File: src/rtl/i2s_rx_ctrl.sv
// Capture sequencer for the i2s_rx core: latches one stereo frame per ws period
// and pushes the selected channel words into a show-ahead FIFO for the bus side.
module i2s_rx_ctrl #(
  parameter int FIFO_DEPTH    = 8,
  parameter int LVL_W         = 4,
  parameter int CAPTURE_DELAY = 2
) (
  input  logic             HCLK,
  input  logic             HRESET,
  input  logic             en,
  input  logic             clr,
  input  logic [1:0]       mode,
  input  logic [LVL_W-1:0] threshold,
  input  logic             ws,
  input  logic [63:0]      rx_data,
  input  logic             pop,
  output logic [31:0]      rd_data,
  output logic             rd_valid,
  output logic [LVL_W-1:0] level,
  output logic             full,
  output logic             overflow,
  output logic [15:0]      frame_count,
  output logic             irq
);

  localparam int PTR_W = LVL_W - 1;
  localparam logic [LVL_W-1:0] DEPTH_L = LVL_W'(FIFO_DEPTH);

  localparam logic [2:0] S_IDLE   = 3'd0;
  localparam logic [2:0] S_SYNC   = 3'd1;
  localparam logic [2:0] S_WAIT   = 3'd2;
  localparam logic [2:0] S_DELAY  = 3'd3;
  localparam logic [2:0] S_CAP    = 3'd4;
  localparam logic [2:0] S_PUSH_L = 3'd5;
  localparam logic [2:0] S_PUSH_R = 3'd6;

  logic [2:0]       state;
  logic [3:0]       cnt;
  logic             ws_d;
  logic             stereo;
  logic [63:0]      hold;
  logic [31:0]      mem [FIFO_DEPTH];
  logic [PTR_W-1:0] wptr;
  logic [PTR_W-1:0] rptr;

  logic             frame_end;
  logic             push_req;
  logic [31:0]      push_word;
  logic             do_push;
  logic             do_pop;
  logic [LVL_W-1:0] level_nxt;

  function automatic logic [LVL_W-1:0] level_step(input logic [LVL_W-1:0] l,
                                                  input logic up, input logic dn);
    logic [LVL_W-1:0] r;
    r = l;
    if (up && !dn)
      r = l + LVL_W'(1);
    else if (dn && !up)
      r = l - LVL_W'(1);
    return r;
  endfunction

  assign frame_end = ws_d & ~ws;

  // Pushes are gated by en so an abandoned capture never reaches the FIFO.
  always_comb begin
    push_req  = en && ((state == S_PUSH_L) || (state == S_PUSH_R));
    push_word = (state == S_PUSH_R) ? hold[63:32] : hold[31:0];
    do_pop    = pop && (level != '0);
    do_push   = push_req && (!full || do_pop);
    level_nxt = level_step(level, do_push, do_pop);
  end

  // Sequencer: ws edge detect and capture FSM
  always_ff @(posedge HCLK) begin
    if (HRESET) begin
      state  <= S_IDLE;
      cnt    <= '0;
      ws_d   <= 1'b0;
      stereo <= 1'b0;
    end else begin
      ws_d <= ws;
      if (clr)
        state <= en ? S_SYNC : S_IDLE;
      else if (!en)
        state <= S_IDLE;
      else begin
        case (state)
          S_IDLE: state <= S_SYNC;
          S_SYNC: if (frame_end) state <= S_WAIT;
          S_WAIT:
            if (frame_end) begin
              if (CAPTURE_DELAY == 0)
                state <= S_CAP;
              else begin
                state <= S_DELAY;
                cnt   <= 4'(CAPTURE_DELAY);
              end
            end
          S_DELAY: begin
            cnt <= cnt - 4'd1;
            if (cnt <= 4'd1) state <= S_CAP;
          end
          S_CAP: begin
            stereo <= (mode == 2'b10);
            state  <= (mode == 2'b01) ? S_PUSH_R : S_PUSH_L;
          end
          S_PUSH_L: state <= stereo ? S_PUSH_R : S_WAIT;
          S_PUSH_R: state <= S_WAIT;
          default:  state <= S_IDLE;
        endcase
      end
    end
  end

  always_ff @(posedge HCLK) begin
    if (state == S_CAP) hold <= rx_data;
  end

  // FIFO control, status and frame counter
  always_ff @(posedge HCLK) begin
    if (HRESET || clr) begin
      wptr        <= '0;
      rptr        <= '0;
      level       <= '0;
      overflow    <= 1'b0;
      frame_count <= '0;
      irq         <= 1'b0;
    end else begin
      if (do_push) wptr <= wptr + PTR_W'(1);
      if (do_pop)  rptr <= rptr + PTR_W'(1);
      level <= level_nxt;
      if (push_req && !do_push) overflow <= 1'b1;
      if (en && (state == S_CAP)) frame_count <= frame_count + 16'd1;
      irq <= (threshold != '0) && (level_nxt >= threshold);
    end
  end

  always_ff @(posedge HCLK) begin
    if (do_push && !clr) mem[wptr] <= push_word;
  end

  assign rd_valid = (level != '0);
  assign full     = (level == DEPTH_L);
  assign rd_data  = rd_valid ? mem[rptr] : 32'h0;

endmodule

File: config.mk
export PLATFORM = sky130hd
export DESIGN_NAME = i2s_rx_ctrl
export DESIGN_NICKNAME = d
export VERILOG_FILES = /design/src/rtl/i2s_rx_ctrl.sv
export SDC_FILE = /design/constraint.sdc
export NUM_CORES = 1
export LEC_CHECK = 0
export CORE_ASPECT_RATIO = 0.9
export CORE_MARGIN = 2
export CORE_UTILIZATION = 51
export DETAILED_ROUTE_END_ITERATION = 7
export PLACE_DENSITY = 0.78
export SYNTH_ARGS = -nofsm -noshare
export SYNTH_HDL_FRONTEND = slang
export SYNTH_SLANG_ARGS = --single-unit
File: constraint.sdc
create_clock -name HCLK -period 5 [get_ports HCLK]
set_input_delay 0.5 -clock HCLK [delete_from_list [all_inputs] [get_ports HCLK]]
set_output_delay 0.5 -clock HCLK [all_outputs]
set_load 0.05 [all_outputs]
### Word level (Yosys, flattened, before mapping)

Memories as Yosys holds them, arrays and structs flattened. A register that Yosys moved wholly into a read port is not among the register bits.
Index checks and enable logic that the tools add are counted.

* bits in registers: 101
* bits in writable memories: 256
* output and inout port bits: 56
* logic and storage cells: 78
* memories kept: 1

Memories
* mem: words 8, bits a word 32, rd ports 1, clocked after Yosys merged registers in 1, wr ports 1, line 42 `logic [31:0] mem [FIFO_DEPTH];`

* $add $sub $neg: 6
* $lt $le $gt $ge: 2
* eq/ne operators: 13
* muxes and demuxes: 19
* bitwise logic cells: 3
* reduce and logical (&&, ||, !) cells: 23

Operators with widths (number)
* $mux W32: 2
* $mux W3: 8
* $pmux W3 S7: 1
* $add A16 B1 Y16 const B: 1
* $mux W4: 3
* $ne A4 B4 Y1 const B: 3
* $eq A3 B3 Y1 const B: 3
* $logic_and A1 B1 Y1: 9
* $pmux W4 S2: 1
* $reduce_bool A4 Y1: 2
* $sub A4 B1 Y4 const B: 2
* $add A3 B1 Y3 const B: 2
* $eq A3 B2 Y1 const B: 2
* $reduce_and A3 Y1: 2
* $add A4 B1 Y4 const B: 1
* $eq A4 B4 Y1 const B: 1
* $ge A4 B4 Y1: 1
* $le A4 B1 Y1 const B: 1
* $logic_not A1 Y1: 4
* $reduce_and A4 Y1: 1
* $eq A3 B1 Y1 const B: 1
* $logic_not A3 Y1: 1
* $logic_or A1 B1 Y1: 3
* $mux W1: 3
* other kinds (7): 8

### Longest topological paths before layout

Gate-level depths: netlist (run 1).

* word-level depth: 10
* depth in mapped cells: 13

### Least setup slack after synthesis (run 1)

OpenSTA, ideal clock, no wires.

* path type: register -> register
* start: reg level[1]
* end: mem mem[0][0] (enable)
* arrival time: 4.973 ns
* path slack: -0.486 ns
* stages on the path, launching flop included: 7
* path buffers: 0
* cells stage by stage: dfxtp_1 -> inv_1 -> ha_1 -> nor2b_1 -> nand2_1 -> o21ai_0 -> nor4b_1

* cells in the longest elaborated chain, start to end: 7

Ends and longest elaborated chain
* from (decl): line 19 `output logic [LVL_W-1:0] level,`
* from (signal assigned): line 133 `level <= level_nxt;`
* $eq A4 B4 Y1 or $reduce_bool A4 Y1 (tied branches): line 145, 70
* $logic_not A1 Y1 or $logic_and A1 B1 Y1 (tied branches): line 71, 70
* $logic_or A1 B1 Y1 *: line 71 `do_push = push_req && (!full || do_pop);`
* $logic_and A1 B1 Y1 *: line 71
* $logic_and A1 B1 Y1 *: line 141 `if (do_push && !clr) mem[wptr] <= push_word;`
* $mux W1 *: line 141
* $mux W1 (implied by the code) *: line 141
* to (decl): line 42

Mark *: on every way between the ends. The rest lies on a longest branch, timed or not.

==> flow_summary.toml, run 1 <==
[placement]
numPortBuffers = 131
post-dp-hpwl_um = 15320
place_congestion = 0.8028
dp_cells = 1223

[detailed_routing]
ant_nets = 0
vias = 7205
wl_um = 26640
drt-wirelength-per-cell_um = 20.70
drt-vias-per-instance = 5.598
first_iter_violations = 589
drc = 0
first_pass_iters = 5

[clock_network]
clkTransAtPathRegs_ps = 60
cts_inserted_buffers = 37
cts-root-buf = "clkbuf_16"
worstSkewPairLatency_ps = 520
htreeDepth = 2
cts.path.max_buffers = 3
cts_tree = "built"
cts.sinks = 360
cts-resized-gates = 0
postCtsSetupRepairBufs = 0
cts_hold_buf = 0

[cells_and_area]
final_cells = 1287
nets = 995
final_common_cell = "edfxtp_1"
syn_to_final_growth_pct = 20.67
post-route-util_pct = 62.69
diodes = 0
final_cell_mix = "320 x edfxtp_1, 131 x clkdlybuf4s50_1, 73 x nor2_1"
drive_above_1_share_pct = 18.65

[grt]
grt_first_pass_wirelength_um = 41210
antenna_found_initial = 0
overflow = 0
grtUsageTotal_pct = 18.85
grt_max_degree = 65
first_global_vias = 7344

[sta]
final.period_utilization_pct = 77.16
tightestPinTransition_ps = 1119
slew_headroom_pct = 25.23
finalHoldViolCount = 0
setup_viol_count_final = 0
grt_setup_unrepaired = "false"
maxSlewViolCount = 0
tns_ps = 0
whs_ps = 472.8
fin_crit_ps = 3858
skew_ps = 19.79
fmax_mhz = 259.2

[hold_path]
min_to = "overflow$_SDFFE_PP0P_"
holdPathStages = 2
min_path_type = "reg -> reg"
hp-start = "overflow$_SDFFE_PP0P_"

[power]
power_mw = 5.927
p_int_mw = 4.837
max-vdd-ir-drop_v = 0.0002596
power_frac_clock_pct = 44.1
power.net_switching_mw = 1.089
sw_frac_of_total_pct = 18.38
p_per_area_nw_per_um2 = 348.9
power.leakage_nw = 5.342
seqPwrFrac_pct = 54.6
pwr-share-comb_pct = 1.3

[synthesis]
synth_edf_count = 320
synth_nets = 850
ys_types = 49
syn_area_um2 = 14080
synth.yosys.seq_area_share_pct = 73.94
ys_ff_latch = 360
yosysWarningCount = 0
synth.avg_cell_area_um2 = 18.45
synthFlopType = "edfxtp_1"
synthArstFlopShare_pct = 0
netlist_instances = 763

[floorplanning]
initial_core_util_pct = 51.95
die_w_um = 179.1
core_um2 = 27100
dieArea_um2 = 28950
die_h_um = 161.6
ios = 132
core.rowCount = 57

[critical_path]
critPathKind = "reg -> out"
startpoint_type = "register"
worstReg2RegStart = "level[1]$_SDFF_PP0_"
critPathCaptureType = "output pin"
worstPathArrival_ps = 3360
cpMaxStageDelayCell = "dfxtp_4"
critPathMaxStageDelay_ps = 840
required_ps = 4500
worstRegToRegCells = 12
reg2reg_to = "irq$_SDFF_PP0_"
worstPathCellList = "buf_4 > mux4_2 > mux2i_1 > nor2_1 > clkdlybuf4s50_1"
r2r_slack_ps = 1650
crit_fanout = 37

[flow_run]
cap_violations = 0

[run_status]
outcome = "finished, final reports clean"
[cell type report]
cell class | count | area, um^2
multi-input cells | 349 | 3526
fillers | 1856 | 10110
well taps | 354 | 442.9
clock inverters | 16 | 155.1
inverters | 19 | 71.32
flip-flops and latches | 360 | 10420
clock buffers | 48 | 988.4
repair buffers | 141 | 1386
[stage by stage]
stage / area, um^2 / setup WS (ps)
after floorplan: 14100 / 662.4
after global placement: 15850 / 1613
after detailed placement: 15850 / 1590
after CTS: 16990 / 1033
after global routing: 16990 / 914.3
final: 16990 / 1142
[cell usage after synthesis (11+ instances only)]
| cell type | number | area share (%) |
|---|---|---|
| edfxtp_1 | 320 | 68 |
| dfxtp_1 | 40 | 5.7 |
| ha_1 | 11 | 0.98 |
| buf_2 | 12 | 0.43 |
| nand2_1 | 19 | 0.51 |
| nor3_1 | 12 | 0.43 |
| mux4_2 | 64 | 10 |
| inv_1 | 19 | 0.51 |
| mux2_2 | 31 | 2.5 |
| nor2_1 | 76 | 2.0 |
| xnor2_1 | 12 | 0.75 |
| clkbuf_1 | 19 | 0.51 |
| mux2i_1 | 38 | 2.7 |
[power by group through the flow]
stage	Sequential (mW)	Clock, mW	Combinational [mW]
global route	3.23	2.78	0.0839
CTS	3.23	2.66	0.0790
floorplan	3.30	0	0.0146
finish	3.24	2.61	0.0784
global placement	3.30	0	0.0767
detailed placement	3.30	0	0.0786
[critical path: cells and delay by family (launching register included)]
kind | cells | cell delay [ps]
buf+inv | 2 | 1170
mux | 2 | 690
simple gates | 1 | 90
flops | 1 | 840
[layer usage]
layer,GRT usage (%),vias up,wire length [um],part of all wire [%]
met4,6.085,0,639,2.4
met5,0,-,0,0
met3,2.990,54,1256,4.7
met1,25.91,3666,11410,43
met2,31.15,210,13330,50
li1,-,3275,-,-
[worst max-delay path by stage]
stage / start / end / slack, ps / depth (start not counted)
6_report: register / rd_data[22] / 1140 / 5
5_1_grt: register / rd_data[3] / 910 / 5
4_1_cts: register / rd_data[3] / 1030 / 5
3_5_place_dp: register / rd_data[3] / 1590 / 5
3_3_place_gp: register / rd_data[3] / 1610 / 5
2_1_floorplan: level[1]$_SDFF_PP0_ / mem[2][0]$_DFFE_PP_ / 660 / 6
[state kept, by name (all words and copies together) (netlist names), named ones only]
register,cells
level,4
overflow,1
frame_count,16
irq,1
cnt,4
wptr,3
stereo,1
ws_d,1
hold,64
state,3
mem,256
rptr,3
[cells by family (layout without fill, tap and decap cells)]
group | after synthesis | after routing | synth area share, %
simple gates | 150 | 150 | 5.101
buf+inv | 54 | 224 | 1.600
compound gates | 32 | 32 | 1.484
fa+ha+maj | 13 | 13 | 1.129
flops | 360 | 360 | 73.94
mux | 134 | 134 | 15.50
xor+xnor | 20 | 20 | 1.244
Note: power is estimated with default switching activity, not from simulation.
==> run 2: changes to the inputs <==
Settings changed: CORE_UTILIZATION 51 to 55, PLACE_DENSITY 0.78 to 0.8.
Clock period 5 ns to 3.9 ns, I/O delays scaled along.
==> flow_summary.toml, run 2 (synthesis results as in run 1) <==
[sta]
tns_ps = 0
final.period_utilization_pct = 89.21
grt_setup_unrepaired = "false"
setup_viol_count_final = 0
fin_crit_ps = 3479
fmax_mhz = 287.4
skew_ps = 12.26
finalHoldViolCount = 0
tightestPinTransition_ps = 966.0
maxSlewViolCount = 0
whs_ps = 440.7
slew_headroom_pct = 34.92

[detailed_routing]
route.met2.wl_um = 13200
first_iter_violations = 464
top_layer = "met4"
drt-wirelength-per-cell_um = 20.70
wl_met1_um = 11160
routed-wl-met3_um = 1725
drt-vias-per-instance = 5.672
wl_um = 26660
ant_nets = 0
vias = 7305
drc = 0
first_pass_iters = 5

[placement]
post-dp-hpwl_um = 16200
place_congestion = 0.7799
numPortBuffers = 131
placed_area_um2 = 15950
dp_cells = 1224

[hold_path]
hp-start = "rx_data[22]"
min_to = "hold[22]$_DFFE_PP_"
min_path_type = "in -> reg"
holdPathStages = 1

[grt]
overflow = 0
grt_max_degree = 54
grt_first_pass_wirelength_um = 41470
first_global_vias = 7464
antenna_found_initial = 0
grtUsageTotal_pct = 20.10

[critical_path]
crit_fanout = 28
reg2reg_to = "irq$_SDFF_PP0_"
worstReg2RegStart = "level[1]$_SDFF_PP0_"
r2r_slack_ps = 780
critPathCaptureType = "output pin"
critPathKind = "reg -> out"
worstPathArrival_ps = 3090
worstRegToRegCells = 13
startpoint_type = "register"
required_ps = 3510

[clock_network]
cts-root-buf = "clkbuf_16"
clkTransAtPathRegs_ps = 60
cts_inserted_buffers = 36
htreeDepth = 2
cts_tree = "built"
cts.path.max_buffers = 3
cts.sinks = 360
postCtsSetupRepairBufs = 0
worstSkewPairLatency_ps = 500
cts-resized-gates = 0
cts_hold_buf = 0

[floorplanning]
core_um2 = 25120
die_w_um = 172.6
core.rowCount = 55
initial_core_util_pct = 56.05
ios = 132
die_h_um = 155.8
dieArea_um2 = 26890

[flow_run]
cap_violations = 0

[power]
pwr-share-comb_pct = 1.3
power.net_switching_mw = 1.386
power_mw = 7.605
p_per_area_nw_per_um2 = 444.5
max-vdd-ir-drop_v = 0.0003412
sw_frac_of_total_pct = 18.23
power_frac_clock_pct = 44.2
seqPwrFrac_pct = 54.5
power.leakage_nw = 5.424
p_int_mw = 6.218

[run_status]
outcome = "finished, final reports clean"

[cells_and_area]
design_area_um2 = 17110
final_cell_mix = "320 x edfxtp_1, 131 x clkdlybuf4s50_1, 73 x nor2_1"
regMostFlops = "mem"
syn_to_final_growth_pct = 21.52
final_cells = 1288
largest_register_ffs = 256
final_common_cell = "edfxtp_1"
drive_above_1_share_pct = 20.08
nets = 1007
reg_top3 = "mem x256, hold x64, frame_count x16"
diodes = 0
[run 2: changes by cell type in the layout (fill, tap and decap cells not counted), sizes merged]
cell      previous run  this run
buf                 10        23
bufinv               3         4
clkbuf              48        43
clkinv              11        16
clkinvlp             0         1
inv                 21        19
[run 2: cell type report]
class                      count  area (um^2)
sequential                   360        10420
fill                        1575         8010
multi-input combinational    349         3526
timing repair buffer         154         1509
clock buffer                  43        948.4
tap                          342        427.9
clock inverter                21        206.4
inverter                      19        71.32
[run 2: worst max-delay path, cell delays in order, from the launching register on]
cell	delay (ps)
dfxtp_4	730
buf_4	340
mux4_2	540
mux2i_1	150
nor2_1	80
clkdlybuf4s50_1	720
[run 2: power by group through the flow]
stage	logic (mW)	clock network (mW)	registers, mW
finish	0.0990	3.36	4.15
CTS	0.0996	3.41	4.15
detailed placement	0.0989	0	4.23
global placement	0.0970	0	4.23
global route	0.107	3.56	4.14
floorplan	0.0189	0	4.23
[run 2: worst max-delay path by stage]
stage,to,slack [ps],depth (start not counted)
after floorplan,mem[2][0]$_DFFE_PP_,-440,6
after global placement,mem[6][27]$_DFFE_PP_,890,6
after detailed placement,mem[5][27]$_DFFE_PP_,800,6
after CTS,rd_data[15],330,5
after global routing,rd_data[12],240,5
final,rd_data[17],420,5
[run 2: stage by stage]
| stage | utilization (%) | setup WS, ps |
|---|---|---|
| 3_5_place_dp | 63.51 | 804.9 |
| 2_1_floorplan | - | -437.6 |
| 6_report | 68.11 | 420.8 |
| 5_1_grt | 68.11 | 243.8 |
| 3_3_place_gp | 63.51 | 888.5 |
| 4_1_cts | 68.11 | 327.5 |
[run 2: layer usage]
layer	vias up	global-route usage, %
met1	3691	26.45
met4	0	6.105
met3	42	4.069
met2	276	34.31
met5	-	0
li1	3296	-
